## config.mk

```make
export PLATFORM = sky130hd
export DESIGN_NAME = eject_buffer
export DESIGN_NICKNAME = d
export VERILOG_FILES = /design/src/rtl/eject_buffer.sv
export SDC_FILE = /design/constraint.sdc
export NUM_CORES = 1
export LEC_CHECK = 0
export BUFFER_PORTS_ARGS = -buffer_cell sky130_fd_sc_hd__buf_2
export CORE_MARGIN = 8
export CORE_UTILIZATION = 60
export DETAILED_ROUTE_END_ITERATION = 12
export PLACE_DENSITY = 0.93
export SYNTH_ARGS = -nofsm -noshare
export SYNTH_HDL_FRONTEND = slang
export SYNTH_SLANG_ARGS = --single-unit
export TNS_END_PERCENT = 30
```

## constraint.sdc

```tcl
create_clock -name clk -period 14.4 [get_ports clk]
set_input_delay 0.72 -clock clk [delete_from_list [all_inputs] [get_ports clk]]
set_output_delay 0.72 -clock clk [all_outputs]
set_load 0.05 [all_outputs]
```

## src/rtl/eject_buffer.sv

```systemverilog
// Ejection-side flit FIFO between the bufferless router and the local node, with back-pressure and a drop counter.
// Optional same-cycle bypass when the FIFO is empty is enabled by defining EJECT_BYPASS_EN.
module eject_buffer #(
  parameter int FLIT_W = 144,
  parameter int DEPTH  = 4,
  parameter int CNT_W  = 8
) (
  input  logic                   clk,
  input  logic                   rst,
  input  logic [FLIT_W-1:0]      eject,
  input  logic                   push,
  output logic                   bfull,
  output logic [FLIT_W-1:0]      node_flit,
  output logic                   node_valid,
  input  logic                   node_ready,
  output logic [$clog2(DEPTH):0] count,
  output logic [CNT_W-1:0]       drop_cnt
);

  localparam int PW = $clog2(DEPTH);
  localparam logic [PW:0]      CNT_ZERO = (PW+1)'(0);
  localparam logic [PW:0]      CNT_ONE  = (PW+1)'(1);
  localparam logic [PW:0]      CNT_FULL = (PW+1)'(DEPTH);
  localparam logic [PW-1:0]    PTR_ONE  = PW'(1);
  localparam logic [CNT_W-1:0] DROP_ONE = CNT_W'(1);
  localparam logic [CNT_W-1:0] DROP_MAX = {CNT_W{1'b1}};

  logic [FLIT_W-1:0] mem_q [DEPTH];
  logic [PW-1:0]     wr_ptr_q, wr_ptr_d;
  logic [PW-1:0]     rd_ptr_q, rd_ptr_d;
  logic [PW:0]       count_q, count_d;
  logic [CNT_W-1:0]  drop_q, drop_d;
  logic              bypass_s, pop_s, accept_s, wr_en_s, drop_s;

`ifdef EJECT_BYPASS_EN
  assign bypass_s = push && (count_q == CNT_ZERO);
`else
  assign bypass_s = 1'b0;
`endif

  // A bypassed flit that the node takes immediately is never written.
  always_comb begin
    pop_s    = (count_q != CNT_ZERO) && node_ready;
    accept_s = push && ((count_q != CNT_FULL) || pop_s);
    wr_en_s  = accept_s && !(bypass_s && node_ready);
    drop_s   = push && !accept_s;

    if (wr_en_s) begin
      wr_ptr_d = wr_ptr_q + PTR_ONE;
    end else begin
      wr_ptr_d = wr_ptr_q;
    end

    if (pop_s) begin
      rd_ptr_d = rd_ptr_q + PTR_ONE;
    end else begin
      rd_ptr_d = rd_ptr_q;
    end

    if (wr_en_s && !pop_s) begin
      count_d = count_q + CNT_ONE;
    end else if (!wr_en_s && pop_s) begin
      count_d = count_q - CNT_ONE;
    end else begin
      count_d = count_q;
    end

    if (drop_s && (drop_q != DROP_MAX)) begin
      drop_d = drop_q + DROP_ONE;
    end else begin
      drop_d = drop_q;
    end
  end

  // Node-facing head; forced to zero when nothing is held so reset never exposes stale storage.
  always_comb begin
    node_valid = (count_q != CNT_ZERO) || bypass_s;
    if (count_q != CNT_ZERO) begin
      node_flit = mem_q[rd_ptr_q];
    end else if (bypass_s) begin
      node_flit = eject;
    end else begin
      node_flit = {FLIT_W{1'b0}};
    end
  end

  always_ff @(posedge clk or negedge rst) begin
    if (!rst) begin
      wr_ptr_q <= {PW{1'b0}};
      rd_ptr_q <= {PW{1'b0}};
      count_q  <= CNT_ZERO;
      drop_q   <= {CNT_W{1'b0}};
    end else begin
      wr_ptr_q <= wr_ptr_d;
      rd_ptr_q <= rd_ptr_d;
      count_q  <= count_d;
      drop_q   <= drop_d;
    end
  end

  // Flit storage carries no reset; validity is tracked solely by count_q.
  always_ff @(posedge clk) begin
    if (wr_en_s) begin
      mem_q[wr_ptr_q] <= eject;
    end
  end

  assign bfull    = (count_q == CNT_FULL);
  assign count    = count_q;
  assign drop_cnt = drop_q;

endmodule

```

Yosys cells after proc, flatten, opt, wreduce, memory -nomap -nowiden
Memories as Yosys holds them, arrays and structs flattened.
Cells that the tools add are included.
W data, S select, Z words.
{ "totals": {"out_inout_bits": 157, "reg_bits": 15, "input_bits": 148, "latchBits": 0, "wordCells": 29, "ramBits": 576, "romBits": 0, "memories": 1} }
{ "memory_table": {"columns": ["name", "depth", "width", "read_ports", "rd_clocked_by_memory_dff", "wr", "line", "source"], "rows": [
  ["mem_q", 4, 144, 1, 0, 1, "28", "logic [FLIT_W-1:0] mem_q [DEPTH];"]
]} }
{ "classes": {"n_lt_le_gt_ge": 0, "addsub": 5, "eq_ne": 3, "n_bitwise": 0, "div": 0, "n_reduce_logical": 11, "multipliers": 0, "mux": 5, "shift": 0} }
{ "op_table": {"columns": ["cell", "n"], "rows": [
  ["$mux W144", 1],
  ["$add A8 B1 Y8 const B", 1],
  ["$ne A8 B8 Y1 const B", 1],
  ["$logic_and A1 B1 Y1", 6],
  ["$mux W3", 2],
  ["$add A2 B1 Y2 const B", 2],
  ["$add A3 B1 Y3 const B", 1],
  ["$eq A3 B3 Y1 const B", 1],
  ["$ne A3 B3 Y1 const B", 1],
  ["$reduce_bool A3 Y1", 1],
  ["$sub A3 B1 Y3 const B", 1],
  ["$logic_not A1 Y1", 2],
  ["$mux W1", 2],
  ["$reduce_bool A2 Y1", 1],
  ["$logic_or A1 B1 Y1", 1]
]} }

Logic depth before layout (Yosys ltp)
Gate-level depths: netlist of run 1.
{ "depth": {"depth_word": 8, "depth_mapped": 9, "ltp_nobuf": 8} }

Worst setup path before layout of run 1
Ideal clock, no wire load.
{ "synth_path": {"kind": "register -> register", "start": "reg count_q[0], in the netlist count[0]", "end": "mem mem_q[0][0] (enable)", "setup_time_ns": 0.521, "slack_ns": 9.326, "n_path_buf": 1, "synth_period_minus_slack_ns": 5.074, "t_required_ns": 13.879, "path_stages_with_launch": 5, "arrival_time_ns": 4.553, "path_cell_list": "dfrtp_1 -> nor4b_4 -> and2b_1 -> buf_2 -> and2_1"} }
{ "synth_via": {"elab_chain_len": 6, "elab_cells_between_ends": 7, "cone_classes": "eq/ne: 1; mux: 2; reduce/logical: 4"} }
{ "synth_lines": {"columns": ["element", "line", "source"], "rows": [
  ["start: declaration", "31", "logic [PW:0] count_q, count_d;"],
  ["start signal: assignment", "96", "count_q <= count_d;"],
  ["$reduce_bool A3 Y1", "43", "pop_s = (count_q != CNT_ZERO) && node_ready;"],
  ["$logic_and A1 B1 Y1", "43", null],
  ["$logic_or A1 B1 Y1 *", "44", "accept_s = push && ((count_q != CNT_FULL) || pop_s);"],
  ["$logic_and A1 B1 Y1 *", "44", null],
  ["named net accept_s", "33", "logic bypass_s, pop_s, accept_s, wr_en_s, drop_s;"],
  ["$mux W1 *", "103", "if (wr_en_s) begin"],
  ["$mux W1 (not written as such) *", "104", "mem_q[wr_ptr_q] <= eject;"],
  ["end: declaration", "28", null]
]} }
The timed path passes the listed nets; every way through them passes the cells marked *.

Final worst setup path of run 1
{ "layout_path": {"start": "reg rd_ptr_q[0]", "end": "out node_flit[99]"} }
{ "layout_via": {"elab_chain_len": 2} }
{ "layout_lines": {"columns": ["element", "line", "source"], "rows": [
  ["start: declaration", "30", "logic [PW-1:0] rd_ptr_q, rd_ptr_d;"],
  ["start signal: assignment", "90", "rd_ptr_q <= {PW{1'b0}};"],
  ["start signal: assignment", "95", "rd_ptr_q <= rd_ptr_d;"],
  ["$mem_v2 Z4 W144", null, null],
  ["$mux W144", "78", "if (count_q != CNT_ZERO) begin"],
  ["end: declaration", "13", "output logic [FLIT_W-1:0] node_flit,"]
]} }
Every way passes these cells.

==> results of run 1 <==
==> worst max path at each step <==
stage	endpoint	startpoint	cells after the start
after floorplan	mem_q[0][0]	count[0]	4
after global placement	node_flit[114]	rd_ptr_q[0]	4
after detailed placement	node_flit[96]	rd_ptr_q[0]	4
after CTS	node_flit[100]	rd_ptr_q[0]	4
after global routing	node_flit[98]	rd_ptr_q[0]	4
final	node_flit[99]	rd_ptr_q[0]	4
==> cells in the mapped netlist (all sizes together) (2+ instances only) <==
cell type,count,share of area
edfxtp,576,0.76
and2,148,0.041
mux4,144,0.14
buf,33,0.015
clkbuf,16,0.0026
dfrtp,15,0.017
xnor2,7,0.0027
ha,6,0.0033
inv,5,0.00083
nand2,5,0.00083
nand3,5,0.0011
mux2,4,0.0020
xor2,4,0.0015
nand4,3,0.00083
nor2,3,0.00050
nor3,2,0.00066
o21ai,2,0.00044
==> routing by layer <==
metal / vias up / share of wire
met3: 73 / 0.088
met4: 12 / 0.017
met1: 5556 / 0.38
met2: 468 / 0.51
li1: 4668 / -
met5: - / 0.0017
==> flip-flops by register name, summed over array words and instances, names as in the netlist <==
signal    cells
drop_cnt      8
rd_ptr_q      2
wr_ptr_q      2
mem_q       576
count         3
==> metrics by stage <==
stage,hold WS (ns),utilization,cells,setup slack [ns],area (µm²)
after floorplan,0.4244,-,985,9.326,22660
after global placement,0.5164,0.6563,1763,10.81,24540
after detailed placement,0.5229,0.6563,1763,10.81,24540
after CTS,0.002861,0.6991,1859,10.15,26150
after global routing,0.03223,0.6994,1863,9.973,26160
final,0.03748,0.6995,1865,10.18,26160
==> final cells by class <==
| cell class | instances | area (µm²) |
|---|---|---|
| Inverter | 5 | 18.77 |
| Fill cell | 2150 | 11240 |
| Timing Repair Buffer | 316 | 1624 |
| Antenna cell | 6 | 15.01 |
| Clock inverter | 29 | 201.4 |
| Tap cell | 511 | 639.4 |
| Multi-Input combinational cell | 340 | 4583 |
| Sequential cell | 591 | 17680 |
| Clock buffer | 67 | 1400 |
==> cell families (layout without fill, tap and decap cells) <==
| kind of cell | after synthesis | count (layout) | synth area share |
|---|---|---|---|
| XOR/XNOR | 11 | 11 | 0.004251 |
| other | 0 | 6 | 0 |
| flip-flops | 591 | 591 | 0.7797 |
| AO/OA/AOI/OAI | 3 | 3 | 0.0009936 |
| buffers and inverters | 54 | 417 | 0.01871 |
| multiplexers | 148 | 148 | 0.1451 |
| AND/OR/NAND/NOR | 171 | 171 | 0.04704 |
| adder cells (fa/ha/maj) | 7 | 7 | 0.004196 |
==> worst max-delay path: cells and delay by family, from the launching register on <==
family	cells	cell delay, ns
mux	1	0.61
buf+inv	2	0.88
flops	1	0.89
simple gates	1	0.19
==> summary.md, run 1 <==
| Metric | Value |
|---|---|
| Outcome | complete, no violations |
| Starting Density | 0.6060 |
| Worst-margin pin slew | 1.052 ns |
| Grt peak-use layer | met2 |
| WP data arrival | 3.50 ns |
| Max_cap viols | 0 |
| Slew Viols, Final | 0 |
| Vias in the first global route | 11.62k |
| Post-synth EDFFs | 576 |
| Clk slew on worst S/H paths | 0.06 ns |
| Gp weighted congestion | 0.7383 |
| Post-Syn Instances | 985 |
| Die area | 44250 µm² |
| CP max-delay cell | dfrtp_4 |
| HPWL after DPL | 27370 µm |
| Total GRT Usage | 0.2062 |
| CTS root buffer | clkbuf_16 |
| Nets@finish | 1463 |
| Commonest non-fill, non-tap cell in the layout | edfxtp_1 |
| Rows | 71 |
| First-pass GRT wire length | 68850 µm |
| DR vias/cell | 5.779 |
| Core area | 37400 µm² |
| Initial antenna violation count | 10 |
| Largest net degree at the start of global routing | 113 |
| Ys Warns | 0 |
| Grt met3 use | 0.05540 |
| Layout cell share with drive strength beyond 1 | 0.4043 |
| Area Overhead vs Synth | 15.43% |
| I/O Buffers | 304 |
| Via count | 10.78k |
| Post CTS Setup Buffer Count | 0 |
| Drt drc | 0 |
| FF-to-FF path depth | 4 |
| Synthesized area per cell | 23.01 µm² |
| Grt met2 use | 0.3465 |
| Commonest cells after routing, fill and taps aside | 576 x edfxtp_1, 304 x buf_2, 144 x mux4_2, 144 x and2_1, 54 x clkbuf_16 |
| Post-cts repair resize count | 0 |
| WP data required | 13.68 ns |
| Worst r2r src | count[0] |
| Grt total ovfl | 0 |
| Crit. End Element | output port |
| Die span in x | 210.4 µm |
| Met1 usage | 0.2638 |
| Fin. Hold Viols | 0 |
| Synth cell types | 28 |
| Critical path launch point type | flop |
| # clock sinks | 591 |
| Synthesized Nets | 1140 |
| Worst reg2reg setup slack | 11.43 ns |
| Starting DRT DRC Count | 947 |
| Register area share after synthesis | 0.7797 |
| CTS tree | built |
| WL per Instance | 24.59 µm |
| Yosys reg bits | 591 |
| Asr flop ratio synth | 0.02538 |
| Final Routed Wirelength | 45860 µm |
| Total CTS buffers | 54 |
| CTS Hold Bufs | 0 |
| ANT nets after route | 0 |
| Ys flop type | edfxtp_1 |
| CP cell instances | buf_12 > mux4_2 > and2_1 > buf_2 |
| Crit share post-route | 0.2933 |
| Max FO, Critical Path | 112 |
| Slew HR | 0.2984 |
| Worst Skew | 0.02616 ns |
| Slowest stage delay, CP | 0.89 ns |
| # IOs | 305 |
| Clk_lat worst skew | 0.60 ns |
| Tmin final | 4.223 ns |
| Hold WC Path Type | in2async |
| Post-route setup TNS | 0 ns |
| Mapped cell area | 22660 µm² |
| H-tree levels | 2 |
| Die height | 210.4 µm |
| Final setup violating endpoints | 0 |
| RR Endpoint | mem_q[1][41] |
| Max frequency | 236.8 MHz |
| Clk buf depth | 3 |
| WS Path Type | reg2out |
| DR pass1 iterations | 5 |
| RSZ-0062 raised after global routing | no |
Power of run 1 is not shown: default switching activity piles up to over one toggle a cycle in this logic, so the estimate is an artifact.
==> run 2: changes to the inputs <==
Settings changed: CORE_UTILIZATION 60 to 57, PLACE_DENSITY 0.93 to 0.89.
Clock period 14.4 ns to 3.9 ns, I/O delays scaled along.
==> summary.md, run 2 (synthesized netlist as in run 1, its figures left out) <==
| Metric | Value |
|---|---|
| Outcome | complete, no violations |
| ANT nets after route | 0 (unchanged) |
| First-pass GRT wire length | 75350 µm (+9.4%) |
| Max_cap viols | 0 (unchanged) |
| Largest net degree at the start of global routing | 144 (+27%) |
| CTS root buffer | clkbuf_16 |
| Vias in the first global route | 12.64k (+8.8%) |
| CTS tree | built |
| Crit. End Element | output port |
| Slowest stage delay, CP | 0.63 ns (-0.26 ns) |
| Area Overhead vs Synth | 23.32% |
| Pwr Total | 24.66 mW |
| DR pass1 iterations | 5 (unchanged) |
| Final instance area | 27950 µm² (+6.8%) |
| Final Routed Wirelength | 50120 µm (+9.3%) |
| Gp weighted congestion | 0.7543 (+2.2%) |
| Total CTS buffers | 57 (+5.6%) |
| Rows | 73 (+2.8%) |
| FF-to-FF path depth | 8 (+4) |
| Worst-margin pin slew | 0.9340 ns (-0.1184 ns) |
| Grt total ovfl | 0 (unchanged) |
| Crit share post-route | 0.8289 |
| WL per Instance | 24.52 µm (-0.28%) |
| RSZ-0062 raised after global routing | no |
| I/O Buffers | 304 (unchanged) |
| Fin. Hold Viols | 0 (unchanged) |
| Min Hold Slack | 0.05179 ns (+0.01431 ns) |
| Worst Skew | 0.02201 ns (-0.004145 ns) |
| # clock sinks | 591 (unchanged) |
| Logic gate share of total power | 0.437 |
| WS Path Type | reg2out |
| Die area | 46400 µm² (+4.9%) |
| Nets@finish | 1628 (+11%) |
| Number of flip-flops in the largest register | 576 (unchanged) |
| P_int | 14.52 mW |
| Die span in x | 215.4 µm (+2.4%) |
| CP max-delay cell | or3_4 |
| Initial antenna violation count | 5 (-5) |
| Starting DRT DRC Count | 1051 (+11%) |
| DR vias/cell | 5.713 (-1.1%) |
| Clk_lat worst skew | 0.59 ns (about the same) |
| Commonest non-fill, non-tap cell in the layout | edfxtp_1 |
| Slew Viols, Final | 0 (unchanged) |
| Starting Density | 0.5744 (-0.03161) |
| Clk slew on worst S/H paths | 0.06 ns (about the same) |
| DP Area | 24800 µm² (+1.0%) |
| Worst reg2reg setup slack | 1.34 ns (-10.09 ns) |
| Post-cts repair resize count | 0 (unchanged) |
| WP data arrival | 3.04 ns (-0.46 ns) |
| Worst vdd ir | 0.8601 mV |
| Clock power frac | 0.203 |
| Core area | 39460 µm² (+5.5%) |
| PwrDens | 882.4 nW/µm² |
| WP data required | 3.70 ns (-9.98 ns) |
| HPWL after DPL | 28460 µm (+4.0%) |
| Slew HR | 0.3773 (+0.07894) |
| Commonest cells after routing, fill and taps aside | 576 x edfxtp_1, 304 x buf_2, 147 x dlygate4sd3_1 |
| Layout cell share with drive strength beyond 1 | 0.3686 (-0.03574) |
| Drt drc | 0 (unchanged) |
| Switch Pwr | 10.15 mW |
| Flop pwr share | 0.360 |
| CP cell instances | or3_4 > buf_4 > and2_1 > buf_2 |
| Final setup violating endpoints | 0 (unchanged) |
| Die height | 215.4 µm (+2.4%) |
| Post CTS Setup Buffer Count | 0 (unchanged) |
| Max FO, Critical Path | 77 (-31%) |
| # IOs | 305 (unchanged) |
| H-tree levels | 2 (unchanged) |
| Final core occ | 0.7084 (+0.008857) |
| Reg with most FFs | mem_q |
| Tmin final | 3.233 ns |
| Total GRT Usage | 0.2113 (+0.005132) |
| Hold WC Path Type | in2async |
| Max frequency | 309.3 MHz |
| Sw Share | 0.4113 |
| Leakage Power | 9.764 nW |
| # fillers | 2285 (+6.3%) |
| Via count | 11.68k (+8.4%) |
| Critical path launch point type | flop |
| Clk buf depth | 3 (unchanged) |
-- run 2: cell types whose count changed in the layout (fill, tap and decap cells not counted), moves of 3 or more --
cell / delta
buf_12: +10
buf_4: +5
clkbuf_1: +3
clkbuf_16: +3
clkinv_1: +3
clkinv_2: -5
dlygate4sd3_1: +147
-- run 2: cell type report --
class | instances | area [µm²] | share of cell area
tap | 525 | 656.9 | 0.02350
antenna | 5 | 12.51 | 0.0004476
clock buffer | 73 | 1486 | 0.05318
multi-input combinational | 340 | 4583 | 0.1640
inverter | 5 | 18.77 | 0.0006715
timing repair buffer | 478 | 3333 | 0.1193
sequential | 591 | 17680 | 0.6325
clock inverter | 27 | 180.2 | 0.006446
-- run 2: path summary, 6_finish.rpt --
check | start | endpoint
max | count[0] | node_flit[116]
min | rst | drop_cnt[5]
max reg2reg | count[1] | count[2]
min reg2reg | drop_cnt[5] | drop_cnt[5]
max in group asynchronous | rst | rd_ptr_q[0]
min in group clk | eject[126] | mem_q[3][126]
-- run 2: metrics by stage --
stage	setup TNS (ns)	setup WS [ns]	instances
floorplan	-338.03	-1.174	985
global placement	0	1.390	1792
detailed placement	0	1.300	1792
CTS	0	0.6522	2039
global route	0	0.5062	2043
finish	0	0.6672	2044
-- run 2: power by group through the flow --
stage                     Clock, mW  Combinational [mW]  Sequential [mW]
final                          5.01                10.8             8.88
after global routing           5.31                11.3             8.99
after CTS                      5.06                10.8             8.88
after detailed placement          0                10.6             8.99
after global placement            0                10.5             8.89
after floorplan                   0                8.32             8.86
-- run 2: per-layer routing --
layer / routed length, µm / GRT usage / part of all wire / up-vias
li1: - / - / - / 5009
met1: 18800 / 0.2653 / 0.38 / 5991
met2: 26340 / 0.3655 / 0.53 / 595
met3: 3794 / 0.04476 / 0.076 / 83
met4: 1179 / 0.07036 / 0.024 / 0
met5: 0 / 0 / 0 / -
-- run 2: critical path, delay by kind of cell, from the launching register on --
kind	cells	cell delay, ns
buffers and inverters	2	0.87
DFF	1	0.50
and+or+nand+nor	2	0.88
-- run 2: timing repair --
item | in CTS | in global routing
setup endpoints to repair | 0 | 0
hold endpoints to repair | 596 | 0
hold buffers | 147 | 0
(Power assumes the default switching activity.)
